[config.mk]
export PLATFORM = sky130hd
export DESIGN_NAME = frac_div_ctrl_flat
export DESIGN_NICKNAME = d
export VERILOG_FILES = /design/src/rtl/frac_div_pkg.sv /design/src/rtl/frac_div_ctrl_if.sv /design/src/rtl/frac_div_ctrl_seq_divider.sv /design/src/rtl/frac_div_ctrl.sv /design/src/flat_wrapper.sv
export SDC_FILE = /design/constraint.sdc
export NUM_CORES = 1
export LEC_CHECK = 0
export BUFFER_PORTS_ARGS = -buffer_cell sky130_fd_sc_hd__clkbuf_2
export CORE_ASPECT_RATIO = 1.25
export CORE_MARGIN = 2
export CORE_UTILIZATION = 30
export CTS_CLUSTER_SIZE = 20
export DETAILED_ROUTE_END_ITERATION = 10
export PLACE_DENSITY = 0.48
export SLEW_MARGIN = 20
export SYNTH_ARGS = -nofsm -noshare
export SYNTH_HDL_FRONTEND = slang
export SYNTH_SLANG_ARGS = --single-unit
[constraint.sdc]
create_clock -name clk -period 7.2 [get_ports clk]
set_clock_uncertainty 0.1 [all_clocks]
set_input_delay 0.72 -clock clk [delete_from_list [all_inputs] [get_ports clk]]
set_output_delay 0.72 -clock clk [all_outputs]
set_load 0.01 [all_outputs]
[src/rtl/frac_div_pkg.sv]
// Shared types and constants for the fractional clock-enable divider.
package frac_div_pkg;

  localparam int unsigned W_DEF = 16;

  typedef enum logic [1:0] {
    IDLE,
    DIV,
    PEND,
    RUN
  } state_t;

  // The remainder accumulator needs one extra bit to hold acc + R.
  function automatic int unsigned acc_w(input int unsigned w);
    return w + 1;
  endfunction

endpackage

[src/rtl/frac_div_ctrl_if.sv]
// Ratio request channel: valid/ready handshake plus reject strobe.
interface frac_div_ctrl_if
  import frac_div_pkg::*;
#(
  parameter int unsigned W = W_DEF
) ();

  logic         cfg_valid;
  logic         cfg_ready;
  logic [W-1:0] cfg_src;
  logic [W-1:0] cfg_dst;
  logic         cfg_err;

  modport master (
    output cfg_valid, cfg_src, cfg_dst,
    input  cfg_ready, cfg_err
  );

  modport slave (
    input  cfg_valid, cfg_src, cfg_dst,
    output cfg_ready, cfg_err
  );

endinterface

[src/rtl/frac_div_ctrl_seq_divider.sv]
// Restoring divider: one quotient bit per cycle, fixed W-cycle latency.
module seq_divider
  import frac_div_pkg::*;
#(
  parameter int unsigned W = W_DEF
) (
  input  logic         clk,
  input  logic         rst,
  input  logic         start,
  input  logic [W-1:0] dividend,
  input  logic [W-1:0] divisor,
  output logic         done,
  output logic [W-1:0] quotient,
  output logic [W-1:0] remainder
);

  localparam int unsigned CW = $clog2(W + 1);

  logic [W-1:0]  dq;
  logic [W-1:0]  rem;
  logic [W-1:0]  dvs;
  logic [CW-1:0] cnt;
  logic [W:0]    trial;
  logic [W-1:0]  diff;
  logic          ge;

  // Trial subtraction of the divisor from the shifted partial remainder.
  always_comb begin
    trial = {rem, dq[W-1]};
    ge    = trial >= {1'b0, dvs};
    diff  = trial[W-1:0] - dvs;
  end

  // Shift-subtract iteration; done pulses on the edge of the last step.
  always_ff @(posedge clk) begin
    if (rst) begin
      dq   <= '0;
      rem  <= '0;
      dvs  <= '0;
      cnt  <= '0;
      done <= 1'b0;
    end else begin
      done <= 1'b0;
      if (start) begin
        dq  <= dividend;
        rem <= '0;
        dvs <= divisor;
        cnt <= CW'(W);
      end else if (cnt != '0) begin
        rem <= ge ? diff : trial[W-1:0];
        dq  <= {dq[W-2:0], ge};
        cnt <= cnt - CW'(1);
        if (cnt == CW'(1)) begin
          done <= 1'b1;
        end
      end
    end
  end

  assign quotient  = dq;
  assign remainder = rem;

endmodule

[src/rtl/frac_div_ctrl.sv]
// Fractional clock-enable sequencer: every DST periods span exactly SRC cycles.
module frac_div_ctrl
  import frac_div_pkg::*;
#(
  parameter int unsigned W       = W_DEF,
  parameter int unsigned DEF_SRC = 76
) (
  input  logic           clk,
  input  logic           rst,
  frac_div_ctrl_if.slave cfg,
  input  logic           stop,
  output logic           tick,
  output logic           tick_long,
  output logic           running,
  output logic [W-1:0]   cur_q,
  output logic [W-1:0]   cur_r
);

  localparam int unsigned AW = acc_w(W);

  if (DEF_SRC == 0) begin : g_def_src_chk
    $error("DEF_SRC must be non-zero");
  end

  state_t        state, state_nxt;
  logic          ready, req, bad, accept, reject, load, halt, boundary;
  logic          err_r, long_r, long_n;
  logic          div_done;
  logic [W-1:0]  div_q, div_r;
  logic [W-1:0]  dst_act, dst_nxt, cnt, last;
  logic [W-1:0]  dec_q, dec_r, dec_dst, last_n;
  logic [AW-1:0] acc, dec_acc, sum, acc_n;

  seq_divider #(.W(W)) u_div (
    .clk       (clk),
    .rst       (rst),
    .start     (accept),
    .dividend  (cfg.cfg_src),
    .divisor   (cfg.cfg_dst),
    .done      (div_done),
    .quotient  (div_q),
    .remainder (div_r)
  );

  assign ready         = (state == IDLE) || (state == RUN);
  assign req           = cfg.cfg_valid && ready;
  assign bad           = (cfg.cfg_dst == '0) || (cfg.cfg_src < cfg.cfg_dst);
  assign boundary      = running && (cnt == last);
  assign tick          = boundary;
  assign tick_long     = boundary && long_r;
  assign cfg.cfg_ready = ready;
  assign cfg.cfg_err   = err_r;

  // State register.
  always_ff @(posedge clk) begin
    if (rst) state <= IDLE;
    else     state <= state_nxt;
  end

  // Next state and control strobes; a new ratio only lands on a tick edge
  // when something is already running, with stop taking priority there.
  always_comb begin
    state_nxt = state;
    accept    = 1'b0;
    reject    = 1'b0;
    load      = 1'b0;
    halt      = 1'b0;
    case (state)
      IDLE: begin
        if (req) begin
          if (bad) reject = 1'b1;
          else begin
            accept    = 1'b1;
            state_nxt = DIV;
          end
        end
      end
      DIV: begin
        if (div_done) begin
          if (!running) begin
            load      = 1'b1;
            state_nxt = RUN;
          end else if (boundary && stop) begin
            halt      = 1'b1;
            state_nxt = IDLE;
          end else if (boundary) begin
            load      = 1'b1;
            state_nxt = RUN;
          end else begin
            state_nxt = PEND;
          end
        end
      end
      PEND: begin
        if (boundary) begin
          if (stop) begin
            halt      = 1'b1;
            state_nxt = IDLE;
          end else begin
            load      = 1'b1;
            state_nxt = RUN;
          end
        end
      end
      RUN: begin
        if (boundary && stop) begin
          halt      = 1'b1;
          state_nxt = IDLE;
        end
        if (req) begin
          if (bad) reject = 1'b1;
          else begin
            accept    = 1'b1;
            state_nxt = DIV;
          end
        end
      end
      default: state_nxt = IDLE;
    endcase
  end

  // Period decision: a load restarts the accumulator from zero with the new ratio.
  always_comb begin
    dec_q   = load ? div_q   : cur_q;
    dec_r   = load ? div_r   : cur_r;
    dec_dst = load ? dst_nxt : dst_act;
    dec_acc = load ? '0      : acc;
    sum     = dec_acc + AW'(dec_r);
    long_n  = sum >= AW'(dec_dst);
    acc_n   = long_n ? sum - AW'(dec_dst) : sum;
    last_n  = dec_q - W'(1) + W'(long_n);
  end

  // Ratio registers, accumulator and period counter.
  always_ff @(posedge clk) begin
    if (rst) begin
      cur_q   <= '0;
      cur_r   <= '0;
      dst_act <= '0;
      dst_nxt <= '0;
      acc     <= '0;
      cnt     <= '0;
      last    <= '0;
      long_r  <= 1'b0;
      running <= 1'b0;
      err_r   <= 1'b0;
    end else begin
      err_r <= reject;
      if (accept) dst_nxt <= cfg.cfg_dst;
      if (load) begin
        cur_q   <= div_q;
        cur_r   <= div_r;
        dst_act <= dst_nxt;
        running <= 1'b1;
        cnt     <= '0;
        acc     <= acc_n;
        last    <= last_n;
        long_r  <= long_n;
      end else if (halt) begin
        running <= 1'b0;
        cnt     <= '0;
        long_r  <= 1'b0;
      end else if (boundary) begin
        cnt    <= '0;
        acc    <= acc_n;
        last   <= last_n;
        long_r <= long_n;
      end else if (running) begin
        cnt <= cnt + W'(1);
      end
    end
  end

endmodule

[src/flat_wrapper.sv]
// flat-port wrapper written by rule: the top's interface ports become plain ports
module frac_div_ctrl_flat import frac_div_pkg::*;
#(
  parameter int unsigned W       = W_DEF,
  parameter int unsigned DEF_SRC = 76
)
  (clk, rst, stop, tick, tick_long, running, cur_q, cur_r, cfg_cfg_valid, cfg_cfg_src, cfg_cfg_dst, cfg_cfg_ready, cfg_cfg_err);
  frac_div_ctrl_if #(.W(W)) cfg_i ();
  input  logic clk;
  input  logic rst;
  input  logic stop;
  output logic tick;
  output logic tick_long;
  output logic running;
  output logic [W-1:0] cur_q;
  output logic [W-1:0] cur_r;
  input wire logic [$bits(cfg_i.cfg_valid)-1:0] cfg_cfg_valid;
  input wire logic [$bits(cfg_i.cfg_src)-1:0] cfg_cfg_src;
  input wire logic [$bits(cfg_i.cfg_dst)-1:0] cfg_cfg_dst;
  output wire logic [$bits(cfg_i.cfg_ready)-1:0] cfg_cfg_ready;
  output wire logic [$bits(cfg_i.cfg_err)-1:0] cfg_cfg_err;
  assign cfg_i.cfg_valid = cfg_cfg_valid;
  assign cfg_i.cfg_src = cfg_cfg_src;
  assign cfg_i.cfg_dst = cfg_cfg_dst;
  assign cfg_cfg_ready = cfg_i.cfg_ready;
  assign cfg_cfg_err = cfg_i.cfg_err;
  frac_div_ctrl #(.W(W), .DEF_SRC(DEF_SRC)) u_core (.clk(clk), .rst(rst), .cfg(cfg_i), .stop(stop), .tick(tick), .tick_long(tick_long), .running(running), .cur_q(cur_q), .cur_r(cur_r));
endmodule
# --- Yosys cells after proc, flatten, opt, wreduce, memory -nomap -nowiden ---
# Index checks and enable logic that the tools add are counted.
totals:
  output_inout_bits: 37
  in_bits: 36
  reg_bits: 156
  word_cells: 110
op_classes:
  muxes: 51
  bitwise_logic: 3
  n_addsub: 7
  eq_ne: 10
  order_cmp: 3
  n_reduce_logical: 20
op_table:
  columns: ["cell", "n"]
  rows:
  - ["$mux 16", 9]
  - ["$mux 17", 5]
  - ["$ge 17x16->1", 2]
  - ["$mux 1", 22]
  - ["$mux 2", 10]
  - ["$add 17x16->17", 1]
  - ["$sub 17x16->17", 1]
  - ["$add 16x1->16", 1]
  - ["$add 16x1->16 const B", 1]
  - ["$eq 16x16->1", 1]
  - ["$logic_not 16->1", 1]
  - ["$lt 16x16->1", 1]
  - ["$sub 16x1->16 const B", 1]
  - ["$sub 16x16->16", 1]
  - ["$mux 5", 2]
  - ["$pmux 2 s4", 1]
  - ["$ne 2x1->1 const B", 3]
  - ["$reduce_bool 2->1", 3]
  - ["$reduce_or 3->1", 2]
  - ["$eq 5x1->1 const B", 1]
  - ["$reduce_bool 5->1", 1]
  - ["$sub 5x1->5 const B", 1]
  - ["$eq 2x2->1 const B", 2]
  - ["$logic_and 1x1->1", 4]
  - ["other kinds (12)", 17]

# --- Logic depth before layout (Yosys ltp) ---
# Gate-level depths: netlist (run 1).
depth:
  word_depth: 14
  mapped_depth: 32
  depth_no_buf: 30

# --- Cells and area by module ---
# Synthesis (run 1) repeated with hierarchy kept, for this count alone.
hier_totals:
  cells_unflattened: 1292
  area_unflattened_um2: 10786.6
by_module_without_submodules:
  columns: ["module", "area_per_inst_um2", "cells_each", "seq_area_each_um2", "n_inst"]
  rows:
  - ["frac_div_ctrl", 7448.4, 866, 2362.3, 1]
  - ["seq_divider", 3338.2, 426, 1081.0, 1]

# --- Worst setup path after synthesis (run 1) ---
# No wires, ideal clock.
synth_path:
  path_type: "reg-to-reg"
  start: "reg u_core.state[0]"
  end: "reg u_core.last[15]"
  arrival_ps: 6518
  synth_period_minus_slack_ps: 6741
  path_slack_ps: 459
  required_ps: 6977
  path_stages_with_launch: 31
  n_path_buf: 3
  setup_time_ps: 123
  cell_sequence: "dfxtp_1 -> inv_1 -> ha_1 -> inv_1 -> or3_1 -> clkbuf_1 -> clkbuf_1 -> clkbuf_1 -> and3_1 -> ha_1 -> fa_1 -> a211oi_2 -> o211ai_2 -> a311oi_1 -> o31ai_1 -> a21oi_1 -> xnor2_1 -> ha_1 -> a21o_1 -> a221o_1 -> a221oi_2 -> o21ai_4 -> inv_1 -> ha_1 -> nor3b_1 -> nand2_1 -> or4_1 -> nor3_1 -> a2bb2o_1 -> xnor2_1 -> o21ai_1"
synth_via:
  elab_chain_cells: 9
  elab_cells_between_ends: 19
  classes_between: "3 x add/sub; 1 x order compare; 4 x eq/ne; 9 x mux; 2 x reduce/logical"
synth_rtl:
  columns: ["item", "line_no", "text"]
  rows:
  - ["start, declared", "frac_div_ctrl.sv:25", "state_t state, state_nxt;"]
  - ["start signal, assigned", "frac_div_ctrl.sv:57", "else state <= state_nxt;"]
  - ["$eq 2x2->1 / $eq 2x1->1 (equally long branches)", "frac_div_ctrl.sv:68", "case (state)"]
  - ["$pmux 1 s2", "frac_div_ctrl.sv:68", null]
  - ["$mux 17 / $mux 16 (equally long branches)", "frac_div_ctrl.sv:127, frac_div_ctrl.sv:125", null]
  - ["$add 17x16->17", "frac_div_ctrl.sv:128", "sum = dec_acc + AW'(dec_r);"]
  - ["$ge 17x16->1", "frac_div_ctrl.sv:129", "long_n = sum >= AW'(dec_dst);"]
  - ["$add 16x1->16", "frac_div_ctrl.sv:131", "last_n = dec_q - W'(1) + W'(long_n);"]
  - ["$mux 16", "frac_div_ctrl.sv:163", "end else if (boundary) begin"]
  - ["$mux 16", "frac_div_ctrl.sv:159", "end else if (halt) begin"]
  - ["$mux 16", "frac_div_ctrl.sv:150", "if (load) begin"]
  - ["end signal, assigned", "frac_div_ctrl.sv:157", "last <= last_n;"]
  - ["end signal, assigned", "frac_div_ctrl.sv:166", "last <= last_n;"]
  - ["end, declared", "frac_div_ctrl.sv:30", "logic [W-1:0] dst_act, dst_nxt, cnt, last;"]
# Several ways; a longest one is shown, not always the timed one. The select of a mux whose other input is x is not followed.
# A chain may end at the register's enable or synchronous reset.

# --- Worst setup path after layout (run 1) ---
layout_path:
  start: "reg u_core.cnt[11]"
  end: "reg u_core.last[15]"
layout_via:
  elab_chain_cells: 14
  elab_cells_between_ends: 28
  classes_between: "3 x add/sub; 1 x order compare; 2 x eq/ne; 18 x mux; 4 x reduce/logical"
layout_rtl:
  columns: ["item", "line_no", "text"]
  rows:
  - ["start, declared", "frac_div_ctrl.sv:30", null]
  - ["start signal, assigned", "frac_div_ctrl.sv:169", "cnt <= cnt + W'(1);"]
  - ["$eq 16x16->1 (*)", "frac_div_ctrl.sv:48", "assign boundary = running && (cnt == last);"]
  - ["$logic_and 1x1->1 (*)", "frac_div_ctrl.sv:48", null]
  - ["$mux 1 / $logic_and 1x1->1 (equally long branches)", "frac_div_ctrl.sv:86, frac_div_ctrl.sv:83", null]
  - ["$mux 1", "frac_div_ctrl.sv:83", "end else if (boundary && stop) begin"]
  - ["$mux 1", "frac_div_ctrl.sv:80", "if (!running) begin"]
  - ["$mux 1", "frac_div_ctrl.sv:79", "if (div_done) begin"]
  - ["$pmux 1 s2 (*)", "frac_div_ctrl.sv:68", null]
  - ["$mux 16 (*)", "frac_div_ctrl.sv:125", "dec_r = load ? div_r : cur_r;"]
  - ["via u_core.dec_r[0]", "frac_div_ctrl.sv:31", "logic [W-1:0] dec_q, dec_r, dec_dst, last_n;"]
  - ["$add 17x16->17 (*)", "frac_div_ctrl.sv:128", null]
  - ["$ge 17x16->1 (*)", "frac_div_ctrl.sv:129", null]
  - ["$add 16x1->16 (*)", "frac_div_ctrl.sv:131", null]
  - ["$mux 16", "frac_div_ctrl.sv:163", null]
  - ["$mux 16", "frac_div_ctrl.sv:159", null]
  - ["$mux 16 (*)", "frac_div_ctrl.sv:150", null]
# Mark *: on every way through the listed nets, which the timed path passes. The rest lies on a longest branch. The select of a mux whose other input is x is not followed.

==> flow_summary.json, run 1 <==
{
  "max-cap-violations": 0,
  "end_kind": "flop",
  "num_vias": 8845,
  "globalRouteTotalUtil_pct": 17.67,
  "dieArea_um2": 34790,
  "critPathMostFrequentCell": "nand2_1",
  "synth_edf_count": 0,
  "ys_seq_area_share_pct": 31.26,
  "fin_crit_ns": 6.721,
  "relSlewSlack_pct": 24.90,
  "antenna_found_initial": 0,
  "finalCoreUtilization_pct": 35.05,
  "whs_endpoint": "u_core.long_r$_SDFFE_PP0P_",
  "required_ns": 7.39,
  "stdcell_count": 1703,
  "critPathMaxStageDelay_ns": 0.45,
  "vias_per_cell": 5.194,
  "clock_path_buffers": 2,
  "status": "complete, but fails checks",
  "ys_top_cells_by_count": "156 x dfxtp_1, 138 x nor2_1, 137 x nand2_1",
  "grt_pass1_vias": 8610,
  "r2r-start": "u_core.cnt[11]$_SDFFE_PP0P_",
  "maxSlewViolCount": 0,
  "grt_max_degree": 62,
  "ios": 73,
  "cts.sinks": 156,
  "synth_fp_nets": 1320,
  "synth_top_cell_by_area": "dfxtp_1",
  "yosysUniqueCellTypes": 87,
  "reg2reg_slack_ns": 0.48,
  "cts_hold_buf": 0,
  "violations": "DRC",
  "ys.flop_type": "dfxtp_1",
  "cts_buffers": 17,
  "die_h_um": 208.0,
  "dp.cells": 1670,
  "area_growth_pct": 14.99,
  "cts_tree": "built",
  "drc": 3,
  "ant_nets": 0,
  "drtPass1Iterations": 8,
  "hpwl_um": 23810,
  "crit_type": "reg -> reg",
  "hold_class": "reg -> reg",
  "hold_viol": 0,
  "post_drt_wl_per_cell_um": 17.98,
  "rows": 74,
  "ir_drop_mv": 0.1521,
  "synth_top_area_share_pct": 31.26,
  "layout.nets": 1385,
  "syn_inst": 1208,
  "synth.most_common_cell": "dfxtp_1",
  "arrival_ns": 6.91,
  "critPathLaunchType": "flop",
  "synth_area_leaders": "dfxtp_1 31%, ha_1 9.1%, mux2i_1 7.1%, nor2_1 5.2%, nand2_1 5.1%",
  "ys_warn_count": 0,
  "gp_congestion": 0.8613,
  "setup_viol": 0,
  "start_util_pct": 30.48,
  "critPathMaxFanout": 6,
  "avgSynthCellArea_um2": 8.271,
  "diodes": 0,
  "ys_ff_latch": 156,
  "cp_slowest_cell": "or4_1",
  "synthesis.area_um2": 9991,
  "cellLeakagePower_uw": 0.005306,
  "drive_above_1_share_pct": 13.70,
  "fmax_mhz": 148.8,
  "power_uw": 3027,
  "grt_pass1_wl_um": 48550,
  "async_reset_ff_share_pct": 0,
  "whs_ns": 0.3501,
  "r2r_end": "u_core.last[15]$_SDFFE_PP0P_",
  "period_share_pct": 93.35,
  "clk_pin_slew_ns": 0.07,
  "worstMarginPinSlew_ns": 1.122,
  "drt-total-wl_um": 30630,
  "whs_path_depth": 2,
  "min_from": "u_core.long_r$_SDFFE_PP0P_",
  "clock_latency_ns": 0.43,
  "root_buffer": "clkbuf_16",
  "reg2regPathDepth": 29,
  "power_density_nw_per_um2": 263.5,
  "io_buffers": 72,
  "htree_levels": 4,
  "die_x_um": 167.2,
  "grt-ovfl-total": 0,
  "core_region_area_um2": 32780,
  "drt_iter0_markers": 505
}
-- logic make-up (layout without fill, tap and decap cells) --
logic type / Yosys count / in the layout / synth area share [%]
AOI/OAI and AO/OA: 272 / 272 / 18.97
buffers and inverters: 110 / 187 / 4.571
and+or+nand+nor: 443 / 443 / 21.24
DFF: 156 / 156 / 31.26
muxes: 73 / 73 / 7.376
xor gates and xnor gates: 78 / 78 / 6.838
adders and majority gates: 76 / 76 / 9.743
-- power by group --
group          switching, uW  internal [uW]  total, uW
Combinational            662            472       1130
Sequential               115            947       1060
Clock                    373            458        832
Total                   1150           1880       3030
-- cell type report --
class,count,area (um^2)
well taps,418,523.0
repair buffers,97,560.5
flip-flops and latches,156,3124
multi-input cells,942,6531
clock inverters,9,63.81
inverters,59,221.5
fillers,3533,21290
clock buffers,22,464.2
-- critical path: cells and delay by family, from the launching register on --
kind | cells | cell delay [ns]
adders and majority gates | 4 | 1.15
buffers and inverters | 1 | 0.12
and+or+nand+nor | 9 | 1.90
DFF | 1 | 0.36
xor gates and xnor gates | 3 | 0.53
AOI/OAI and AO/OA | 12 | 2.39
-- metal layers --
metal	wire length, um	global-route usage [%]	share of wire [%]	vias to the layer above
met5	0	0	0	-
met4	423	4.558	1.4	0
met3	706	2.416	2.3	25
met2	15100	30.49	49	122
met1	14390	23.16	47	4225
li1	-	-	-	4473
-- flip-flops by register name (all words and copies together) (netlist names) --
signal / cells
u_core.dst_nxt: 16
u_core.u_div.remainder: 16
u_core.cnt: 16
u_core.running: 1
u_core.dst_act: 16
u_core.u_div.done: 1
u_core.long_r: 1
u_core.u_div.quotient: 16
u_core.last: 16
u_core.cur_r: 16
u_core.u_div.cnt: 5
u_core.state: 2
u_core.cur_q: 16
u_core.acc: 17
u_core.cfg.cfg_err: 1
-- worst max path at each step --
stage | endpoint | from | slack [ns]
after detailed placement | u_core.last[15]$_SDFFE_PP0P_ | stop | 0.08
after global placement | u_core.last[15]$_SDFFE_PP0P_ | stop | 0.24
after global routing | u_core.last[15]$_SDFFE_PP0P_ | u_core.state[1]$_SDFFE_PP0P_ | -0.03
after CTS | u_core.last[15]$_SDFFE_PP0P_ | u_core.state[0]$_SDFFE_PP0P_ | 0.05
final | u_core.last[15]$_SDFFE_PP0P_ | u_core.cnt[11]$_SDFFE_PP0P_ | 0.48
after floorplan | u_core.last[15]$_SDFFE_PP0P_ | u_core.state[0]$_SDFFE_PP0P_ | 0.46
-- placed cells by master, fill, tap and decap left out, types with 5 or more instances in the layout --
cell type  Yosys  final
dfxtp_1      156    155
nor2_1       138    138
nand2_1      137    137
a21oi_1       74     73
mux2i_1       71     71
clkbuf_2       0     71
ha_1          73     70
inv_1         58     58
xnor2_1       46     44
o21ai_0       41     40
xor2_1        32     32
and3_1        28     28
a21o_1        24     24
buf_4          1     24
nand3_1       23     23
nor3_1        22     20
nand4_1       17     17
a211oi_1      18     17
clkbuf_16      0     17
nor4_1        16     15
a311oi_1      16     15
nor2b_1       10     10
or4_1          9      9
a31oi_1        8      8
o21a_1         8      8
a211o_1        7      7
nand3b_1       6      6
a21boi_0       6      6
or2_2          6      6
o31ai_1        5      5
o2111ai_1      5      5
and2_1         5      5
o2bb2ai_1      5      5
-- what timing repair did --
action,in CTS,in global routing
buffers inserted,0,2
endpoints found under the setup margin,0,11
gates resized for setup,0,23
-- metrics by stage --
stage	setup slack, ns	cell area, um^2	TNS (ns)
after floorplan	0.4587	9991	0
after global placement	0.2418	10840	0
after detailed placement	0.07831	10840	0
after CTS	0.04861	11370	0
after global routing	-0.03456	11490	-0.03456
final	0.4791	11490	0
No activity file was read; power rests on OpenSTA's default activity.
==> run 2, diff against run 1 <==
--- a/config.mk
+++ b/config.mk
@@ -12,6 +12,7 @@
 export CTS_CLUSTER_SIZE = 20
 export DETAILED_ROUTE_END_ITERATION = 10
 export PLACE_DENSITY = 0.48
+export RECOVER_POWER = 100
 export SLEW_MARGIN = 20
 export SYNTH_ARGS = -nofsm -noshare
 export SYNTH_HDL_FRONTEND = slang
==> run 2 against run 1 <==
  * The flow still finishes with violations (DRC)
  * Maximum frequency shrank 0.30%
  * Critical path depth is 1 higher
  * Utilization shrank 0.14 points
  * Sequential power barely moved
  * Largest power group unchanged
==> flow_summary.json, run 2 (synthesis results as in run 1) <==
{
  "worstMarginPinSlew_ns": 1.116,
  "fin_crit_ns": 6.741,
  "final_cell_mix": "155 x dfxtp_1, 138 x nor2_1, 137 x nand2_1, 73 x a21oi_1, 71 x mux2i_1",
  "start_util_pct": 30.48,
  "fill_cells": 3553,
  "ant_nets": 0,
  "antenna_found_initial": 0,
  "final_common_cell": "dfxtp_1",
  "layout.nets": 1385,
  "drt_iter0_markers": 511,
  "drc": 3,
  "cellLeakagePower_uw": 0.005187,
  "grt_pass1_wl_um": 48550,
  "diodes": 0,
  "clock_path_buffers": 2,
  "num_vias": 8827,
  "crit_type": "reg -> reg",
  "violations": "DRC",
  "place_ws_ns": 0.07831,
  "post_drt_wl_per_cell_um": 18.01,
  "whs_ns": 0.3518,
  "globalRouteTotalUtil_pct": 17.67,
  "htree_levels": 4,
  "drtPass1Iterations": 8,
  "fmax_mhz": 148.3,
  "status": "complete, but fails checks",
  "seqCellArea_um2": 3124,
  "max-cap-violations": 0,
  "dieArea_um2": 34790,
  "critPathMostFrequentCell": "inv_1",
  "setup_ws_ns": 0.4588,
  "gp_congestion": 0.8613,
  "critPathMaxStageDelay_ns": 0.45,
  "hold_class": "reg -> reg",
  "ir_drop_mv": 0.1540,
  "io_buffers": 72,
  "rows": 74,
  "core_region_area_um2": 32780,
  "grt_pass1_vias": 8610,
  "power_density_nw_per_um2": 264.6,
  "required_ns": 7.39,
  "finalCoreUtilization_pct": 34.91,
  "maxSlewViolCount": 0,
  "cp_slowest_cell": "or4_1",
  "clk_pin_slew_ns": 0.06,
  "placed_area_um2": 10840,
  "critPathMaxFanout": 5,
  "relSlewSlack_pct": 25.30,
  "ios": 73,
  "setup_viol": 0,
  "die_h_um": 208.0,
  "vias_per_cell": 5.183,
  "drt-total-wl_um": 30660,
  "arrival_ns": 6.93,
  "multi_input_area_um2": 6531,
  "period_share_pct": 93.63,
  "hold_viol": 0,
  "clock_latency_ns": 0.44,
  "critPathLaunchType": "flop",
  "fin_area_um2": 11440,
  "area_growth_pct": 14.54,
  "drive_above_1_share_pct": 11.05,
  "cts_buffers": 17,
  "grt-ovfl-total": 0,
  "cts.sinks": 156,
  "hpwl_um": 23810,
  "root_buffer": "clkbuf_16",
  "cts_hold_buf": 0,
  "top_register": "u_core.acc",
  "end_kind": "flop",
  "grt_max_degree": 62,
  "largest_reg_flops": 17,
  "die_x_um": 167.2,
  "cts_tree": "built"
}
==> run 2: repair_timing <==
action,CTS,global route
resized for setup,0,23
setup buffers,0,2
setup endpoints to repair,0,11
==> run 2: worst paths after layout <==
| kind | from | to | slack (ns) | cells after the start |
|---|---|---|---|---|
| setup / recovery | u_core.state[0]$_SDFFE_PP0P_ | u_core.last[15]$_SDFFE_PP0P_ | 0.46 | 30 |
| hold reg to reg | u_core.long_r$_SDFFE_PP0P_ | u_core.long_r$_SDFFE_PP0P_ | 0.35 | 2 |
| hold / removal | u_core.long_r$_SDFFE_PP0P_ | u_core.long_r$_SDFFE_PP0P_ | 0.35 | 2 |
| setup reg to reg | u_core.state[0]$_SDFFE_PP0P_ | u_core.last[15]$_SDFFE_PP0P_ | 0.46 | 30 |
==> run 2: layer usage <==
| metal | track usage [%] | wire (um) |
|---|---|---|
| met1 | 23.16 | 14420 |
| met4 | 4.558 | 420 |
| met3 | 2.416 | 700 |
| met2 | 30.49 | 15130 |
| met5 | 0 | 0 |
==> run 2: worst max-delay path, delay by kind of cell, from the launching register on <==
family                   cells  cell delay, ns
XOR/XNOR                     2            0.33
buffers and inverters        3            0.30
flip-flops                   1            0.41
adder cells (fa/ha/maj)      5            1.46
AO/OA/AOI/OAI               12            2.40
AND/OR/NAND/NOR              8            1.60
==> run 2: power by group <==
group,total (uW),switching (uW),internal [uW]
clock,834,376,458
combinational,1130,661,471
sequential,1060,114,947
==> run 2: area by class of cell <==
| class | count | share of cell area (%) |
|---|---|---|
| well taps | 418 | 4.570 |
| flip-flops and latches | 156 | 27.30 |
| multi-input cells | 942 | 57.07 |
| clock inverters | 9 | 0.5576 |
| clock buffers | 22 | 4.056 |
| repair buffers | 97 | 4.505 |
| inverters | 59 | 1.935 |
==> run 2: through the flow <==
stage | instances | total power, uW | TNS (ns)
2_1_floorplan | 1208 | 1921 | 0
3_3_place_gp | 1670 | 2209 | 0
4_1_cts | 1701 | 3057 | 0
6_report | 1703 | 3028 | 0
5_1_grt | 1703 | 3232 | -0.03456
3_5_place_dp | 1670 | 2217 | 0
==> run 3, diff against run 2 <==
--- a/config.mk
+++ b/config.mk
@@ -16,4 +16,5 @@
 export SLEW_MARGIN = 20
 export SYNTH_ARGS = -nofsm -noshare
 export SYNTH_HDL_FRONTEND = slang
+export SYNTH_HIERARCHICAL = 1
 export SYNTH_SLANG_ARGS = --single-unit
==> run 3 against run 2 <==
  * The flow finishes with violations (capacitance limit, slew limit)
  * Non-clock buffer count fell by 13
  * Die area is 7.8% higher
  * Wire length grew 9.5%
  * Register-to-register slack gained 0.19 ns
  * Synthesized area rose by 8.0%
  * Total power is 12% higher
  * Design area grew 5.6%
  * Critical path depth is 5 lower
  * Synthesized cell count rose by 7.0%
  * Clock-buffer cell count fell by 2
  * Critical path type unchanged
==> flow_summary.json, run 3 <==
{
  "placed_area_um2": 11570,
  "fill_cells": 3839,
  "r2r-start": "u_core/running$_SDFFE_PP0P_",
  "hold_class": "reg -> reg",
  "fin_crit_ns": 6.547,
  "relSlewSlack_pct": -93.65,
  "ir_drop_mv": 0.2157,
  "htree_levels": 4,
  "root_buffer": "clkbuf_16",
  "drt-met1-wl_um": 14780,
  "period_share_pct": 90.93,
  "min_from": "u_core/long_r$_SDFFE_PP0P_",
  "avgSynthCellArea_um2": 8.349,
  "hpwl_um": 25530,
  "hold_viol": 0,
  "grt_max_degree": 58,
  "whs_ns": 0.3645,
  "reg2reg_slack_ns": 0.65,
  "post_drt_wl_per_cell_um": 18.42,
  "clock_path_buffers": 2,
  "required_ns": 7.42,
  "die_x_um": 173.6,
  "drt-total-wl_um": 33580,
  "cts_tree": "built",
  "ys_top_cells_by_count": "172 x dfxtp_1, 139 x nor2_1, 103 x nand2_1",
  "setup_viol": 0,
  "async_reset_ff_share_pct": 0,
  "drt_iter0_markers": 596,
  "whs_path_depth": 2,
  "clock_latency_ns": 0.45,
  "synth_top_area_share_pct": 31.92,
  "area_growth_pct": 12.01,
  "synth_area_leaders": "dfxtp_1 32%, ha_1 8.5%, mux2i_1 5.8%, nor2_1 4.8%, xnor2_1 4.2%",
  "r2r_end": "u_core/last[10]$_SDFFE_PP0P_",
  "totalNegativeSetupSlack_ns": 0,
  "rows": 77,
  "dr_wl_met3_um": 1056,
  "layout.nets": 1448,
  "start_util_pct": 30.42,
  "status": "complete, but fails checks",
  "synthesis.area_um2": 10790,
  "critPathMaxFanout": 29,
  "final_cell_mix": "172 x dfxtp_1, 138 x nor2_1, 102 x nand2_1, 81 x a21oi_1, 73 x ha_1",
  "power_density_nw_per_um2": 281.9,
  "cts.sinks": 172,
  "critPathMostFrequentCell": "ha_1",
  "routed.top_layer": "met4",
  "grt_pass1_vias": 9141,
  "drtPass1Iterations": 5,
  "die_h_um": 216,
  "multi_input_area_um2": 6840,
  "core_region_area_um2": 35450,
  "vias_per_cell": 5.151,
  "dr_wl_met2_um": 16990,
  "reg2regPathDepth": 25,
  "cts_hold_buf": 0,
  "ys.flop_type": "dfxtp_1",
  "yosysUniqueCellTypes": 84,
  "ant_nets": 0,
  "dieArea_um2": 37500,
  "fmax_mhz": 152.7,
  "post_cts_buffers": 0,
  "clk_pin_slew_ns": 0.07,
  "drc": 0,
  "antenna_found_initial": 0,
  "whs_endpoint": "u_core/long_r$_SDFFE_PP0P_",
  "power_uw": 3405,
  "grt_pass1_wl_um": 52580,
  "worstMarginPinSlew_ns": 2.905,
  "critPathMaxStageDelay_ns": 0.43,
  "fin_area_um2": 12080,
  "critPathLaunchType": "flop",
  "cts_buffers": 17,
  "maxSlewViolCount": 71,
  "seqCellArea_um2": 3443,
  "final_common_cell": "dfxtp_1",
  "num_vias": 9391,
  "violations": "capacitance limit, slew limit",
  "grt-ovfl-total": 0,
  "synth_top_cell_by_area": "dfxtp_1",
  "largest_reg_flops": 17,
  "cp_slowest_cell": "or3_1",
  "io_buffers": 72,
  "globalRouteTotalUtil_pct": 18.07,
  "drive_above_1_share_pct": 8.525,
  "syn_inst": 1292,
  "ys_warn_count": 6,
  "synth_edf_count": 0,
  "ys_seq_area_share_pct": 31.92,
  "cellLeakagePower_uw": 0.005010,
  "top_register": "u_core/acc",
  "arrival_ns": 6.77,
  "cts_resized": 0,
  "synth.most_common_cell": "dfxtp_1",
  "ys_ff_latch": 172,
  "gp_congestion": 0.8261,
  "end_kind": "flop",
  "max-cap-violations": 2,
  "crit_type": "reg -> reg",
  "synth_fp_nets": 1404,
  "rsz0062_at_grt": "false",
  "ios": 73,
  "diodes": 0
}
==> run 3: changes by cell type in the layout (fill, tap and decap cells not counted), moves of 17 or more <==
cell,previous run,this run
dfxtp_1,155,172
and3_1,28,11
and2_1,5,34
nand2_1,137,102
o21ai_0,40,65
nand3_1,23,59
mux2_1,0,21
==> run 3: critical path: cells and delay by family (launching register included) <==
kind                     cells  cell delay (ns)
AO/OA/AOI/OAI               10             1.86
multiplexers                 1             0.38
adder cells (fa/ha/maj)      5             1.76
AND/OR/NAND/NOR              6             1.20
XOR/XNOR                     2             0.37
buffers and inverters        1             0.42
flip-flops                   1             0.31
==> run 3: final cells by class <==
class	count	area share, %
multi-input cells	1004	56.62
flip-flops and latches	172	28.50
well taps	474	4.909
clock buffers	20	3.863
repair buffers	84	3.262
inverters	57	1.771
clock inverters	12	1.077
==> run 3: cells by family (layout without fill, tap and decap cells) <==
group                    count (synthesis)  in the layout  share of synthesized area, %
AND/OR/NAND/NOR                        448            448                         19.97
AO/OA/AOI/OAI                          316            316                         19.77
XOR/XNOR                                79             79                         6.415
adder cells (fa/ha/maj)                 76             76                         9.025
multiplexers                            85             85                         8.213
buffers and inverters                  116            173                         4.686
flip-flops                             172            172                         31.92
==> run 3: worst max path at each step <==
| stage | startpoint | endpoint | slack (ns) | depth (start not counted) |
|---|---|---|---|---|
| finish | u_core/running$_SDFFE_PP0P_ | u_core/last[10]$_SDFFE_PP0P_ | 0.65 | 25 |
| global route | u_core/cnt[3]$_SDFFE_PP0P_ | u_core/last[9]$_SDFFE_PP0P_ | 0.1 | 26 |
| CTS | u_core/state[0]$_SDFFE_PP0P_ | u_core/last[10]$_SDFFE_PP0P_ | 0.72 | 25 |
| detailed placement | stop | u_core/last[10]$_SDFFE_PP0P_ | 0.63 | 25 |
| global placement | stop | u_core/last[9]$_SDFFE_PP0P_ | 0.72 | 26 |
| floorplan | stop | u_core/last[10]$_SDFFE_PP0P_ | 0.92 | 29 |
==> run 3: where the power goes <==
part	leakage, uW	total [uW]	internal (uW)	switching (uW)
registers	0.00139	1150	1030	112
clock network	0.000288	944	513	430
logic	0.00333	1320	487	828
==> run 3: per-stage QoR <==
stage                     std cells  setup WS [ns]  util [%]
after floorplan                1292         0.9152         -
after global placement         1791         0.7173     32.63
after detailed placement       1791         0.6311     32.63
after CTS                      1823         0.7182     34.31
after global routing           1823        0.09756     34.08
final                          1823         0.6531     34.08
==> run 3: metal layers <==
| layer | global-route usage (%) | vias up |
|---|---|---|
| met5 | 0 | - |
| met4 | 6.022 | 0 |
| met3 | 2.696 | 33 |
| met2 | 32.33 | 166 |
| met1 | 22.09 | 4484 |
| li1 | - | 4708 |
